File: src/rtl/overlay_pkg.sv
// Overlay framebuffer writer: shared types and default geometry.
// Holds FB size constants, the color index type and the writer FSM states.
package overlay_pkg;

  localparam int H_PIX_DEF = 1280;
  localparam int V_PIX_DEF = 720;
  localparam int SHIFT_DEF = 2;
  localparam int FB_W      = H_PIX_DEF >> SHIFT_DEF;
  localparam int FB_H      = V_PIX_DEF >> SHIFT_DEF;
  localparam int FB_DEPTH  = FB_W * FB_H;

  typedef logic [3:0] color_t;

  typedef enum logic {
    CLEAR = 1'b0,
    RUN   = 1'b1
  } fb_state_t;

endpackage

File: src/rtl/fb_coord_clip.sv
// Screen-space clip and downsample for one projected pixel (pipeline S1).
// Ports: x/y signed pixel coords in; in_range flag, xs/ys fb cell coords out.
module fb_coord_clip #(
  parameter int H_PIX  = 1280,
  parameter int V_PIX  = 720,
  parameter int SHIFT  = 2,
  parameter int ADDR_W = 16
) (
  input  logic signed [31:0]  x,
  input  logic signed [31:0]  y,
  output logic                in_range,
  output logic [ADDR_W-1:0]   xs,
  output logic [ADDR_W-1:0]   ys
);

  assign in_range = (x >= 0) && (x < H_PIX) &&
                    (y >= 0) && (y < V_PIX);

  // Only meaningful when in_range; truncation is harmless there.
  assign xs = ADDR_W'(x >>> SHIFT);
  assign ys = ADDR_W'(y >>> SHIFT);

endmodule

File: src/rtl/overlay_fb_writer.sv
// Writes line_gen pixels into a downsampled overlay framebuffer BRAM.
// Ports: clk_in/rst_in; x_in,y_in,color_in,data_valid_in -> ready_out;
// frame_start_in -> clear_busy_out; wr_en/addr/data_out BRAM port;
// drop_count_out counts clipped pixels since the last frame start.
module overlay_fb_writer
  import overlay_pkg::*;
#(
  parameter int H_PIX   = 1280,
  parameter int V_PIX   = 720,
  parameter int SHIFT   = 2,
  parameter int COLOR_W = 4,
  parameter int ADDR_W  = 16
) (
  input  logic                clk_in,
  input  logic                rst_in,
  input  logic signed [31:0]  x_in,
  input  logic signed [31:0]  y_in,
  input  logic [COLOR_W-1:0]  color_in,
  input  logic                data_valid_in,
  output logic                ready_out,
  input  logic                frame_start_in,
  output logic                clear_busy_out,
  output logic                wr_en_out,
  output logic [ADDR_W-1:0]   wr_addr_out,
  output logic [COLOR_W-1:0]  wr_data_out,
  output logic [15:0]         drop_count_out
);

  localparam int CW = H_PIX >> SHIFT;
  localparam int CH = V_PIX >> SHIFT;
  localparam logic [ADDR_W-1:0] LAST_A = ADDR_W'(CW * CH - 1);
  localparam logic [ADDR_W-1:0] CW_A   = ADDR_W'(CW);

  fb_state_t            state;
  logic [ADDR_W-1:0]    clr_addr;

  logic                 accept;
  logic                 in_range;
  logic [ADDR_W-1:0]    xs;
  logic [ADDR_W-1:0]    ys;

  logic                 s1_valid;
  logic [ADDR_W-1:0]    s1_xs;
  logic [ADDR_W-1:0]    s1_ys;
  logic [COLOR_W-1:0]   s1_color;

  logic [ADDR_W-1:0]    s2_addr;
  logic                 s2_dup;
  logic                 s2_wr;

  logic                 last_valid;
  logic [ADDR_W-1:0]    last_addr;
  logic [COLOR_W-1:0]   last_color;

  assign ready_out      = (state == RUN);
  assign clear_busy_out = (state == CLEAR);
  assign accept         = data_valid_in & ready_out;

  fb_coord_clip #(
    .H_PIX  (H_PIX),
    .V_PIX  (V_PIX),
    .SHIFT  (SHIFT),
    .ADDR_W (ADDR_W)
  ) u_clip (
    .x        (x_in),
    .y        (y_in),
    .in_range (in_range),
    .xs       (xs),
    .ys       (ys)
  );

  assign s2_addr = s1_ys * CW_A + s1_xs;
  // Re-writing the same color to the same cell is wasted BRAM bandwidth.
  assign s2_dup  = last_valid &&
                   (last_addr == s2_addr) &&
                   (last_color == s1_color);
  assign s2_wr   = s1_valid & ~s2_dup;

  always_ff @(posedge clk_in or posedge rst_in) begin
    if (rst_in) begin
      state          <= CLEAR;
      clr_addr       <= '0;
      s1_valid       <= 1'b0;
      s1_xs          <= '0;
      s1_ys          <= '0;
      s1_color       <= '0;
      wr_en_out      <= 1'b0;
      wr_addr_out    <= '0;
      wr_data_out    <= '0;
      drop_count_out <= '0;
      last_valid     <= 1'b0;
      last_addr      <= '0;
      last_color     <= '0;
    end else if (frame_start_in) begin
      // Both stages and any same-cycle accept are discarded.
      state          <= CLEAR;
      clr_addr       <= '0;
      s1_valid       <= 1'b0;
      wr_en_out      <= 1'b0;
      drop_count_out <= '0;
      last_valid     <= 1'b0;
    end else if (state == CLEAR) begin
      s1_valid    <= 1'b0;
      wr_en_out   <= 1'b1;
      wr_addr_out <= clr_addr;
      wr_data_out <= '0;
      if (clr_addr == LAST_A) begin
        state    <= RUN;
        clr_addr <= '0;
      end else begin
        clr_addr <= clr_addr + ADDR_W'(1);
      end
    end else begin
      s1_valid <= accept & in_range & (|color_in);
      s1_xs    <= xs;
      s1_ys    <= ys;
      s1_color <= color_in;
      if (accept && !in_range && drop_count_out != 16'hFFFF)
        drop_count_out <= drop_count_out + 16'd1;
      wr_en_out <= s2_wr;
      if (s2_wr) begin
        wr_addr_out <= s2_addr;
        wr_data_out <= s1_color;
        last_valid  <= 1'b1;
        last_addr   <= s2_addr;
        last_color  <= s1_color;
      end
    end
  end

endmodule

File: config.mk
export PLATFORM = sky130hd
export DESIGN_NAME = overlay_fb_writer
export DESIGN_NICKNAME = d
export VERILOG_FILES = /design/src/rtl/overlay_pkg.sv /design/src/rtl/fb_coord_clip.sv /design/src/rtl/overlay_fb_writer.sv
export SDC_FILE = /design/constraint.sdc
export NUM_CORES = 1
export LEC_CHECK = 0
export BUFFER_PORTS_ARGS = -buffer_cell sky130_fd_sc_hd__buf_2
export CORE_ASPECT_RATIO = 0.8
export CORE_MARGIN = 2
export CORE_UTILIZATION = 35
export CTS_CLUSTER_DIAMETER = 80
export DETAILED_ROUTE_END_ITERATION = 7
export HOLD_SLACK_MARGIN = 0.06
export MAX_ROUTING_LAYER = met4
export SKIP_LAST_GASP = 1
export SLEW_MARGIN = 20
export SYNTH_ARGS = -nofsm -noshare
export SYNTH_HDL_FRONTEND = slang
export SYNTH_SLANG_ARGS = --single-unit
File: constraint.sdc
create_clock -name clk_in -period 10.21 [get_ports clk_in]
set_clock_uncertainty 0.2 [all_clocks]
set_input_delay 2.042 -clock clk_in [delete_from_list [all_inputs] [get_ports clk_in]]
set_output_delay 2.042 -clock clk_in [all_outputs]
set_load 0.03 [all_outputs]
==> key figures <==
Synthesis
  – Post-synthesis sequential area ratio: slightly above 40%
  – Async S/R FF share, synth: 100%
  – Mapped Nets: around 710
  – FF+latch count, synth: approximately 110
  – Mapped Area: ~6400 sq um
  – Synth Flop Type: dfrtp_1
  – Ys Warns: 0
  – EDFF count, synth: 0
  – Post-synth cell types: 62
  – Syn Area/Cell: 10.4 sq um
  – Post-Syn Instances: a little over 600

Floorplan
  – Die width: 155 um
  – Die area: 19,300 sq um
  – Row cnt: 44
  – Initial Util: between 30% and 40%
  – Die Y: approximately 120 um
  – Io pins: 111
  – Core area: around 18,000 sq um

Power
  – Worst IR drop on VDD: roughly 0.1 mV
  – Pleak: between 3 and 4 nW
  – PwrDens: roughly 160 nW/um^2

Layout
  – Commonest cells after routing, fill and taps aside: buf_2, dfrtp_1, nand2_1, o21ai_0, mux2_2
  – N_diodes: 0
  – Fin area: ~7400 sq um
  – Final core occ: about two fifths
  – Nets: around 800
  – Synth-to-layout area growth: 15.8%
  – Share of layout cells above drive strength 1: between 20 and 30%
  – Leading cell type in the layout, fill and taps excluded: buf_2

Setup path
  – Crit-path max cell delay: between 0.9 and 1 ns
  – Worst R2R Path Depth: 13
  – Worst path slowest cell: o211ai_4
  – Crit-path leading delay family: compound AO/OA/AOI/OAI gates
  – Startpoint Class: register
  – CP Capture Type: register
  – Worst r2r src: s1_ys[1]$_DFFE_PP0P_
  – Top cell by count, worst path: ha_1
  – CP required: between 10 and 15 ns
  – Worst Path Buf+Inv: 0
  – Arr. time, crit path: between 5 and 6 ns
  – CP Max Fanout: 25
  – CP Cell Sequence: ha_1 -> ha_1 -> fa_1 -> a211oi_1 -> o21a_1 -> ha_1 -> a21o_1 -> a31o_2 -> a221oi_4 -> xor3_1 -> xnor2_4 -> o211ai_4 -> mux2_2
  – Crit path kind: reg -> reg
  – Flop-to-flop setup slack: approximately 4.7 ns
  – Worst r2r dst: last_addr[5]$_DFFE_PP0P_

STA
  – Fin crit period: ~5.5 ns
  – Final worst-path cycle share: between 50% and 60%
  – Hold Vio Cnt, Final: 0
  – Peak Freq: 182 MHz
  – Worst-Margin Slew: 1.06 ns
  – Relative slew slack: roughly 30%
  – Setup violations, final: 0
  – TNS Setup: 0 ns
  – Final Hold Slack: around 0.32 ns
  – RSZ-0062 raised after global routing: false
  – Fin. max-slew vios: 0
  – PnR worst setup slack: roughly 4.7 ns

Drt
  – DRC: 0
  – DRT iter0 DRCs: approximately 310
  – Avg WL per Cell: approximately 17 um
  – Via count: around 5,000
  – Drt pass-1 iters: 4
  – Routed Antenna Nets: 0
  – DR vias/cell: roughly 5.4
  – Routed WL: roughly 16,000 um

Clock tree
  – CTS H-tree lvls: 3
  – CTS tree: built
  – CTS Buf Count: 9
  – Root buf cell: clkbuf_16
  – Post_cts resized: 0
  – CTS sink cnt: about 110
  – Bufs on Longest Clock Path: 2
  – Setup bufs post-CTS: 0
  – Hold Buf Count CTS: 0
  – Clock latency on the worst-skew pair: 0.36 ns
  – Clk slew on worst S/H paths: approximately 0.07 ns

Outcome
  – Run status: completed

Worst hold path
  – Hold Path End: s1_xs[13]$_DFFE_PP0P_
  – Min-delay worst type: reg -> reg
  – Hold path depth: 1
  – Hold Crit Start: s1_xs[13]$_DFFE_PP0P_

Global route
  – First-pass GRT wire length: 26,300 um
  – Vias in the first global route: between 4,000 and 5,000
  – Gr ovfl total: 0
  – GRT Total Usage: 17.5%
  – Largest net degree at the start of global routing: between 60 and 70
  – Initial antenna violation count: 0

Flow run
  – Max-cap violations: 0

Placed design
  – Pre-CTS setup slack: 4.70 ns
  – PortBufs: ~110
  – Placement Cell Area: slightly above 7000 sq um
  – Final Wtd Congestion: 0.824
  – Dpl hpwl: about 11,000 um
-- cells in the mapped netlist (all sizes together) (8+ instances only) --
cell type / number / area share [%]
inv: 13 / 0.76
clkbuf: 26 / 1.5
xnor2: 27 / 4.1
nor3: 24 / 1.9
xor2: 25 / 3.4
nand3: 22 / 1.7
and3: 14 / 1.4
a21oi: 24 / 1.9
o21ai: 32 / 2.5
nor2: 31 / 1.8
o211ai: 17 / 2.2
nand4: 20 / 2.0
dfrtp: 106 / 42
mux2: 45 / 8.8
o21bai: 9 / 1.1
nor4: 19 / 2.0
buf: 8 / 0.92
nand2: 40 / 2.4
mux2i: 15 / 2.4
ha: 24 / 4.7
-- where the power goes --
| part | total (mW) | leakage [nW] | switching, mW | internal (mW) |
|---|---|---|---|---|
| Clock | 0.339 | 0.135 | 0.166 | 0.172 |
| Combinational | 0.417 | 1.86 | 0.247 | 0.170 |
| Sequential | 0.460 | 1.40 | 0.0206 | 0.439 |
-- per-stage QoR --
step	total power [mW]	cells
after detailed placement	0.885	924
after global routing	1.29	939
after CTS	1.23	939
after floorplan	0.784	615
final	1.22	939
after global placement	0.882	924
-- worst max path at each step --
| stage | startpoint | endpoint | cells past startpoint |
|---|---|---|---|
| floorplan | rst_in | clr_addr[0]$_DFFE_PP0N_ | 1 |
| global placement | s1_ys[1]$_DFFE_PP0P_ | last_addr[7]$_DFFE_PP0P_ | 13 |
| detailed placement | s1_ys[1]$_DFFE_PP0P_ | last_addr[4]$_DFFE_PP0P_ | 13 |
| CTS | s1_ys[1]$_DFFE_PP0P_ | last_addr[5]$_DFFE_PP0P_ | 13 |
| global route | s1_ys[1]$_DFFE_PP0P_ | last_addr[7]$_DFFE_PP0P_ | 13 |
| finish | s1_ys[1]$_DFFE_PP0P_ | last_addr[5]$_DFFE_PP0P_ | 13 |
-- worst register-to-register path, stage by stage, from the launching register on --
cell and delay [ns]:
dfrtp_1 0.43, ha_1 0.32, ha_1 0.23, fa_1 0.43, a211oi_1 0.35, o21a_1 0.18, ha_1 0.30, a21o_1 0.24
a31o_2 0.24, a221oi_4 0.34, xor3_1 0.48, xnor2_4 0.30, o211ai_4 0.93, mux2_2 0.43
-- final cells by class --
| type | instances | area (sq um) |
|---|---|---|
| Timing Repair Buffer | 113 | 583 |
| Clock inverter | 5 | 38.8 |
| Clock buffer | 10 | 239 |
| Multi-Input combinational cell | 462 | 3540 |
| Tap cell | 230 | 288 |
| Sequential cell | 106 | 2650 |
| Fill cell | 1764 | 10600 |
| Inverter | 13 | 51.3 |
-- layer usage --
metal | vias to the layer above | part of all wire [%] | global-route usage, %
li1 | 2450 | - | -
met1 | 2479 | 50 | 25.3
met2 | 88 | 44 | 24.8
met3 | 9 | 4.4 | 3.97
met4 | 0 | 0.98 | 4.47
met5 | - | 0 | -
-- kinds of logic after synthesis --
group,after synthesis,share of synthesized area [%]
compound gates,120,12.8
flops,106,41.6
fa+ha+maj,26,5.33
buf+inv,47,3.22
mux,60,11.1
xor+xnor,58,9.78
simple gates,198,16.2
-- flip-flops by register name (all words and copies together), names as in the netlist --
name            count
clr_addr           16
drop_count_out     16
last_addr          16
last_color          4
last_valid          1
ready_out           1
s1_color            4
s1_valid            1
s1_xs              16
s1_ys              10
wr_addr_out        16
wr_data_out         4
wr_en_out           1
(Power assumes the default switching activity.)
